$ cat config.mk
export PLATFORM = sky130hd
export DESIGN_NAME = l2_axi_line_master_flat
export DESIGN_NICKNAME = d
export VERILOG_FILES = /design/src/rtl/l2_axi_line_master_pkg.sv /design/src/rtl/axi_interface.sv /design/src/rtl/l2_axi_line_master_line_word_mux.sv /design/src/rtl/l2_axi_line_master.sv /design/src/flat_wrapper.sv
export SDC_FILE = /design/constraint.sdc
export NUM_CORES = 2
export LEC_CHECK = 0
export CAP_MARGIN = 10
export CORE_UTILIZATION = 25
export CTS_CLUSTER_DIAMETER = 50
export DETAILED_ROUTE_END_ITERATION = 12
export PLACE_DENSITY = 0.46
export SLEW_MARGIN = 5
export SYNTH_ARGS = -nofsm -noshare
export SYNTH_HDL_FRONTEND = slang
export SYNTH_SLANG_ARGS = --single-unit
$ cat constraint.sdc
create_clock -name clk -period 5.67 [get_ports clk]
set_input_delay 0.8505 -clock clk [delete_from_list [all_inputs] [get_ports clk]]
set_output_delay 0.8505 -clock clk [all_outputs]
set_load 0.05 [all_outputs]
$ cat src/rtl/l2_axi_line_master_pkg.sv
`default_nettype none
// ============================================================================
// l2_axi_line_master_pkg : state encoding and line geometry for the line master
// Revision: 1.0
// ============================================================================
package l2_axi_line_master_pkg;

    localparam int DEFAULT_LINE_WORDS = 16;
    localparam int AXI_ADDR_W         = 32;
    localparam int AXI_DATA_W         = 32;

    typedef enum logic [2:0] {
        IDLE       = 3'd0,
        WRITE_ADDR = 3'd1,
        WRITE_DATA = 3'd2,
        WRITE_RESP = 3'd3,
        READ_ADDR  = 3'd4,
        READ_DATA  = 3'd5,
        DONE       = 3'd6
    } state_e;

    function automatic logic [AXI_ADDR_W-1:0] line_align(
        input logic [AXI_ADDR_W-1:0] addr,
        input int                    line_words
    );
        return addr & ~(32'(line_words * 4) - 32'd1);
    endfunction

endpackage
`default_nettype wire

$ cat src/rtl/axi_interface.sv
`default_nettype none
// ============================================================================
// axi_interface : single-ID AXI4 burst channel bundle, 32-bit address and data
// Revision: 1.0
// ============================================================================
interface axi_interface;

    logic [31:0] awaddr;
    logic [7:0]  awlen;
    logic        awvalid;
    logic        awready;
    logic [31:0] wdata;
    logic        wlast;
    logic        wvalid;
    logic        wready;
    logic        bvalid;
    logic        bready;
    logic [31:0] araddr;
    logic [7:0]  arlen;
    logic        arvalid;
    logic        arready;
    logic [31:0] rdata;
    logic        rvalid;
    logic        rready;

    modport master (
        output awaddr, awlen, awvalid, wdata, wlast, wvalid, bready,
        output araddr, arlen, arvalid, rready,
        input  awready, wready, bvalid, arready, rdata, rvalid
    );

    modport slave (
        input  awaddr, awlen, awvalid, wdata, wlast, wvalid, bready,
        input  araddr, arlen, arvalid, rready,
        output awready, wready, bvalid, arready, rdata, rvalid
    );

endinterface
`default_nettype wire

$ cat src/rtl/l2_axi_line_master_line_word_mux.sv
`default_nettype none
// ============================================================================
// line_word_mux : picks one 32-bit word out of a cache line by beat index
// Revision: 1.0
// ============================================================================
module line_word_mux
    import l2_axi_line_master_pkg::*;
#(
    parameter int LINE_WORDS = DEFAULT_LINE_WORDS
) (
    input  logic [LINE_WORDS*32-1:0]       line_i,
    input  logic [$clog2(LINE_WORDS)-1:0]  sel_i,
    output logic [31:0]                    word_o
);

    localparam int SEL_W = $clog2(LINE_WORDS);

    logic [SEL_W+4:0] w_bit_base;

    assign w_bit_base = {sel_i, 5'd0};
    assign word_o     = line_i[w_bit_base +: 32];

endmodule
`default_nettype wire

$ cat src/rtl/l2_axi_line_master.sv
`default_nettype none
// ============================================================================
// l2_axi_line_master : moves one cache line per request as an AXI INCR burst
// Revision: 1.0
// ============================================================================
module l2_axi_line_master
    import l2_axi_line_master_pkg::*;
#(
    parameter int LINE_WORDS = DEFAULT_LINE_WORDS
) (
    input  logic                        clk,
    input  logic                        reset,
    input  logic                        req_valid,
    output logic                        req_ready,
    input  logic                        req_write,
    input  logic [31:0]                 req_addr,
    input  logic [LINE_WORDS*32-1:0]    req_wdata,
    output logic                        done_valid,
    output logic                        done_write,
    output logic [LINE_WORDS*32-1:0]    done_rdata,
    axi_interface.master                axi_bus
);

    localparam int                LINE_BITS = LINE_WORDS * 32;
    localparam int                BEAT_W    = $clog2(LINE_WORDS);
    localparam logic [BEAT_W-1:0] LAST_BEAT = BEAT_W'(LINE_WORDS - 1);
    localparam logic [7:0]        BURST_LEN = 8'(LINE_WORDS - 1);

    state_e                 state_q,      state_d;
    logic [BEAT_W-1:0]      beat_q,       beat_d;
    logic [31:0]            addr_q,       addr_d;
    logic                   write_q,      write_d;
    logic [LINE_BITS-1:0]   wline_q,      wline_d;
    logic [LINE_BITS-1:0]   fill_q,       fill_d;
    logic [LINE_BITS-1:0]   done_rdata_q, done_rdata_d;

    logic                   w_awvalid;
    logic                   w_wvalid;
    logic                   w_bready;
    logic                   w_arvalid;
    logic                   w_rready;
    logic [31:0]            w_wword;
    logic [BEAT_W+4:0]      w_fill_base;

    assign w_fill_base = {beat_q, 5'd0};

    line_word_mux #(
        .LINE_WORDS (LINE_WORDS)
    ) u_line_word_mux (
        .line_i (wline_q),
        .sel_i  (beat_q),
        .word_o (w_wword)
    );

    always_ff @(posedge clk or negedge reset) begin
        if (!reset) begin
            state_q      <= IDLE;
            beat_q       <= '0;
            addr_q       <= '0;
            write_q      <= 1'b0;
            wline_q      <= '0;
            fill_q       <= '0;
            done_rdata_q <= '0;
        end else begin
            state_q      <= state_d;
            beat_q       <= beat_d;
            addr_q       <= addr_d;
            write_q      <= write_d;
            wline_q      <= wline_d;
            fill_q       <= fill_d;
            done_rdata_q <= done_rdata_d;
        end
    end

    always_comb begin
        state_d      = state_q;
        beat_d       = beat_q;
        addr_d       = addr_q;
        write_d      = write_q;
        wline_d      = wline_q;
        fill_d       = fill_q;
        done_rdata_d = done_rdata_q;
        req_ready    = 1'b0;
        w_awvalid    = 1'b0;
        w_wvalid     = 1'b0;
        w_bready     = 1'b0;
        w_arvalid    = 1'b0;
        w_rready     = 1'b0;

        case (state_q)
            IDLE: begin
                req_ready = 1'b1;
                if (req_valid) begin
                    addr_d  = line_align(req_addr, LINE_WORDS);
                    write_d = req_write;
                    wline_d = req_wdata;
                    state_d = req_write ? WRITE_ADDR : READ_ADDR;
                end
            end
            WRITE_ADDR: begin
                w_awvalid = 1'b1;
                if (axi_bus.awready) begin
                    beat_d  = '0;
                    state_d = WRITE_DATA;
                end
            end
            WRITE_DATA: begin
                w_wvalid = 1'b1;
                if (axi_bus.wready) begin
                    beat_d = beat_q + BEAT_W'(1);
                    if (beat_q == LAST_BEAT) begin
                        state_d = WRITE_RESP;
                    end
                end
            end
            WRITE_RESP: begin
                w_bready = 1'b1;
                if (axi_bus.bvalid) begin
                    state_d = DONE;
                end
            end
            READ_ADDR: begin
                w_arvalid = 1'b1;
                if (axi_bus.arready) begin
                    beat_d  = '0;
                    state_d = READ_DATA;
                end
            end
            READ_DATA: begin
                w_rready = 1'b1;
                if (axi_bus.rvalid) begin
                    fill_d[w_fill_base +: 32] = axi_bus.rdata;
                    beat_d                    = beat_q + BEAT_W'(1);
                    if (beat_q == LAST_BEAT) begin
                        // Publish the completed line on the last beat so it is
                        // already visible in the cycle done_valid pulses.
                        done_rdata_d = {axi_bus.rdata, fill_q[LINE_BITS-33:0]};
                        state_d      = DONE;
                    end
                end
            end
            DONE: begin
                state_d = IDLE;
            end
            default: begin
                state_d = IDLE;
            end
        endcase
    end

    assign done_valid      = (state_q == DONE);
    assign done_write      = write_q;
    assign done_rdata      = done_rdata_q;

    assign axi_bus.awaddr  = addr_q;
    assign axi_bus.awlen   = BURST_LEN;
    assign axi_bus.awvalid = w_awvalid;
    assign axi_bus.wdata   = w_wword;
    assign axi_bus.wlast   = w_wvalid && (beat_q == LAST_BEAT);
    assign axi_bus.wvalid  = w_wvalid;
    assign axi_bus.bready  = w_bready;
    assign axi_bus.araddr  = addr_q;
    assign axi_bus.arlen   = BURST_LEN;
    assign axi_bus.arvalid = w_arvalid;
    assign axi_bus.rready  = w_rready;

endmodule
`default_nettype wire

$ cat src/flat_wrapper.sv
// flat-port wrapper written by rule: the top's interface ports become plain ports
module l2_axi_line_master_flat import l2_axi_line_master_pkg::*;
#(
    parameter int LINE_WORDS = DEFAULT_LINE_WORDS
)
  (clk, reset, req_valid, req_ready, req_write, req_addr, req_wdata, done_valid, done_write, done_rdata, axi_bus_awaddr, axi_bus_awlen, axi_bus_awvalid, axi_bus_wdata, axi_bus_wlast, axi_bus_wvalid, axi_bus_bready, axi_bus_araddr, axi_bus_arlen, axi_bus_arvalid, axi_bus_rready, axi_bus_awready, axi_bus_wready, axi_bus_bvalid, axi_bus_arready, axi_bus_rdata, axi_bus_rvalid);
  axi_interface axi_bus_i ();
  input  logic clk;
  input  logic reset;
  input  logic req_valid;
  output logic req_ready;
  input  logic req_write;
  input  logic [31:0] req_addr;
  input  logic [LINE_WORDS*32-1:0] req_wdata;
  output logic done_valid;
  output logic done_write;
  output logic [LINE_WORDS*32-1:0] done_rdata;
  output wire logic [$bits(axi_bus_i.awaddr)-1:0] axi_bus_awaddr;
  output wire logic [$bits(axi_bus_i.awlen)-1:0] axi_bus_awlen;
  output wire logic [$bits(axi_bus_i.awvalid)-1:0] axi_bus_awvalid;
  output wire logic [$bits(axi_bus_i.wdata)-1:0] axi_bus_wdata;
  output wire logic [$bits(axi_bus_i.wlast)-1:0] axi_bus_wlast;
  output wire logic [$bits(axi_bus_i.wvalid)-1:0] axi_bus_wvalid;
  output wire logic [$bits(axi_bus_i.bready)-1:0] axi_bus_bready;
  output wire logic [$bits(axi_bus_i.araddr)-1:0] axi_bus_araddr;
  output wire logic [$bits(axi_bus_i.arlen)-1:0] axi_bus_arlen;
  output wire logic [$bits(axi_bus_i.arvalid)-1:0] axi_bus_arvalid;
  output wire logic [$bits(axi_bus_i.rready)-1:0] axi_bus_rready;
  input wire logic [$bits(axi_bus_i.awready)-1:0] axi_bus_awready;
  input wire logic [$bits(axi_bus_i.wready)-1:0] axi_bus_wready;
  input wire logic [$bits(axi_bus_i.bvalid)-1:0] axi_bus_bvalid;
  input wire logic [$bits(axi_bus_i.arready)-1:0] axi_bus_arready;
  input wire logic [$bits(axi_bus_i.rdata)-1:0] axi_bus_rdata;
  input wire logic [$bits(axi_bus_i.rvalid)-1:0] axi_bus_rvalid;
  assign axi_bus_awaddr = axi_bus_i.awaddr;
  assign axi_bus_awlen = axi_bus_i.awlen;
  assign axi_bus_awvalid = axi_bus_i.awvalid;
  assign axi_bus_wdata = axi_bus_i.wdata;
  assign axi_bus_wlast = axi_bus_i.wlast;
  assign axi_bus_wvalid = axi_bus_i.wvalid;
  assign axi_bus_bready = axi_bus_i.bready;
  assign axi_bus_araddr = axi_bus_i.araddr;
  assign axi_bus_arlen = axi_bus_i.arlen;
  assign axi_bus_arvalid = axi_bus_i.arvalid;
  assign axi_bus_rready = axi_bus_i.rready;
  assign axi_bus_i.awready = axi_bus_awready;
  assign axi_bus_i.wready = axi_bus_wready;
  assign axi_bus_i.bvalid = axi_bus_bvalid;
  assign axi_bus_i.arready = axi_bus_arready;
  assign axi_bus_i.rdata = axi_bus_rdata;
  assign axi_bus_i.rvalid = axi_bus_rvalid;
  l2_axi_line_master #(.LINE_WORDS(LINE_WORDS)) u_core (.clk(clk), .reset(reset), .req_valid(req_valid), .req_ready(req_ready), .req_write(req_write), .req_addr(req_addr), .req_wdata(req_wdata), .done_valid(done_valid), .done_write(done_write), .done_rdata(done_rdata), .axi_bus(axi_bus_i));
endmodule
==> flow_summary_export.csv <==
group,metric,value,unit
synthesis,ys_types,51,
global_routing,overflow,0,
synthesis,ys_ff_latch,1538,
setup_path,r2r_end,"u_core.fill_q[93]",
floorplanning,io_pins,1218,
cts,cts_buffer_depth,3,
route,wl_per_cell,26.3,um
cts,cts-root-buf,"clkbuf_16",
global_routing,grt_max_degree,159,
timing,finalSetupViolations,0,
power_and_ir_drop,power_frac_comb,24.8,%
route,vias,39799,
timing,max_slew_margin,26.1,%
route,first_iter_violations,2281,
synthesis,synth_top_cells_by_area,"dfrtp_1 (60%), mux2_2 (11%), mux2_4 (9.1%)",
setup_path,crit_slowest_cell,"dfrtp_4",
place,place_hpwl,172000,um
place,dp.cells,8662,
cts,cts_buffers,213,
timing,hold_viol,0,
timing,rsz0062_at_grt,"no",
timing,tns,0,ns
power_and_ir_drop,p_per_area,444,mW/mm2
route,avgViaCountPerCell,4.38,
synthesis,synth_area_per_cell,14.7,um2
worst_hold_path,hp-class,"in -> async",
floorplanning,fp.dieArea,0.257,mm2
setup_path,cpPeakStageDelay,0.90,ns
cts,cts.sinks,1538,
route,ant_nets,0,
synthesis,synth.cell_area,0.0638,mm2
cts,path_clk_slew,0.06,ns
power_and_ir_drop,cellLeakagePower,0.0382,uW
power_and_ir_drop,clock_power_share,37.1,%
timing,post-route-min-period,5.13,ns
job,max_cap_violations,0,
floorplanning,die_w,507,um
layout,layout-drive-gt1-share,29.5,%
global_routing,grt_pass1_vias,40999,
floorplanning,row_count,185,
power_and_ir_drop,intPower,26300,uW
route,drc,0,
cts,cts_tree,"yes",
timing,max_freq,0.195,GHz
power_and_ir_drop,ir_drop,0.424,mV
cts,postCtsSetupRepairBufs,0,
route,drt_wl_total,239000,um
place,io_buffers,1183,
synthesis,synth_top_area_share,60.3,%
setup_path,reg2reg_slack,1.84,ns
setup_path,critical_path_class,"reg -> out",
floorplanning,start_util,25.1,%
synthesis,yosysSeqAreaShare,60.3,%
setup_path,cp-endpoint,"axi_bus_wdata[22]",
timing,tightest_slew,1.11,ns
floorplanning,die_h,507,um
global_routing,grt_pass1_wl,333000,um
cts,clk_latency,0.88,ns
setup_path,critPathLaunch,"u_core.beat_q[0]",
place,gp_congestion,0.800,
outcome,status,"finished, final reports clean",
setup_path,crit_fanout,25,
setup_path,startpoint_type,"register",
power_and_ir_drop,seq_power_share,38.1,%
setup_path,cp_cell_sequence,"buf_4 -> mux4_2 -> a211oi_1 -> a21oi_1 -> clkdlybuf4s50_1",
setup_path,crit_path_end_kind,"primary output",
cts,htreeDepth,4,
synthesis,yosysTopAreaCell,"dfrtp_1",
setup_path,critPathArrivalTime,4.28,ns
cts,holdBufCountCts,0,
layout,synthToLayoutAreaGrowth,35.3,%
timing,hold_ws,0.0348,ns
layout,stdcell_count,9088,
power_and_ir_drop,power.total,38300,uW
layout,nets,6101,
timing,slew_violations,0,
synthesis,synth_warnings,0,
setup_path,r2r_cells,8,
global_routing,grt_antenna_before_repair,102,
timing,finalClockSkew,0.0986,ns
cts,cts_resized,0,
setup_path,required,4.82,ns
timing,period_share,90.4,%
global_routing,grtUsageTotal,18.4,%
power_and_ir_drop,p_sw_share,31.4,%
power_and_ir_drop,p_switching,12000,uW
setup_path,r2r_start,"u_core.beat_q[0]",
route,firstDrtPassIters,5,
synthesis,syn_inst,4348,
floorplanning,fp.coreArea,0.254,mm2
Yosys cell counts (all sizes together):
cell type and count:
mux4 151, nor4 1, buf 273, a211o 1, o21a 1, or4b 2, nand2b 3, a2111oi 1
o211ai 4, ha 5, mux2 1051, a21oi 14, a21o 1, nand4 2, a31oi 1, dfrtp 1538
and2 11, a211oi 9, conb 2, or3b 1, nand3b 7, clkbuf 77, a21boi 1, nor3 5
nor4b 2, nand2 555, o21bai 1, and3 5, nor3b 2, o21ai 390, nor2 13, inv 103
o31ai 1, o22ai 1, nand3 3, mux2i 106, or3 4
sequential cells by signal (all words and copies together), names as in the netlist:
signal,cells
u_core.wline_q,512
u_core.done_write,1
u_core.beat_q,4
u_core.axi_bus.araddr,26
u_core.done_rdata,512
u_core.state_q,3
u_core.fill_q,480
kinds of logic after synthesis:
kind of cell	Yosys count	synth area share, %
buffers and inverters	453	4.29
AND/OR/NAND/NOR	616	3.91
flip-flops	1538	60.3
multiplexers	1308	27.8
adder cells (fa/ha/maj)	5	0.0981
AO/OA/AOI/OAI	426	3.51
other	2	0.0118
per-stage QoR:
step | utilization [%] | cell area, um2 | setup WS, ns
floorplan | - | 63900 | 2.52
global placement | 30.9 | 78600 | 1.22
detailed placement | 30.9 | 78600 | 1.20
CTS | 34.0 | 86300 | 0.300
global route | 34.0 | 86300 | 0.313
finish | 34.0 | 86300 | 0.544
final cells by class:
class	instances	area, um2
well taps	3366	4210
repair buffers	1272	12700
multi-input cells	2383	22700
inverters	103	387
clock buffers	275	5950
diodes	21	52.6
fillers	24772	168000
flip-flops and latches	1538	38500
clock inverters	130	1750
power groups by stage:
stage	logic, uW	registers [uW]	clock network [uW]
after floorplan	6110	14600	0
after global placement	9580	14800	0
after detailed placement	9660	14800	0
after CTS	9720	14600	14600
after global routing	10100	14900	15000
final	9520	14600	14200
placed cells by master (no fill, tap or decap), drive strengths merged, types with 7 or more instances in the layout:
master / instances
dfrtp: 1538
a21oi: 14
clkbuf: 275
nand2: 555
mux2i: 106
buf: 104
nor2: 13
conb: 28
bufinv: 23
o21ai: 390
clkdlybuf4s50: 1168
nand3b: 7
diode: 21
mux4: 151
a211oi: 9
clkinv: 58
clkinvlp: 22
inv: 130
and2: 11
mux2: 1051
critical path: cells and delay by family (launching register included):
family / cells / cell delay (ns)
buffers and inverters: 2 / 1.26
DFF: 1 / 0.90
AOI/OAI and AO/OA: 2 / 0.75
muxes: 1 / 0.54
worst min path at each step:
stage,from,endpoint,depth (start not counted)
after CTS,reset,u_core.done_rdata[178],1
after global routing,reset,u_core.done_rdata[178],1
after global placement,u_core.fill_q[189],u_core.fill_q[189],2
final,reset,u_core.done_rdata[178],1
after detailed placement,u_core.done_rdata[105],u_core.done_rdata[105],2
after floorplan,u_core.fill_q[160],u_core.fill_q[160],2
per-layer routing:
layer	vias up	share of wire (%)	global-route usage, %
li1	17491	-	-
met1	20486	41	22.8
met2	1326	48	30.4
met3	422	7.7	6.10
met4	74	2.7	4.86
met5	-	0.19	0
Note: power is estimated with default switching activity, not from simulation.
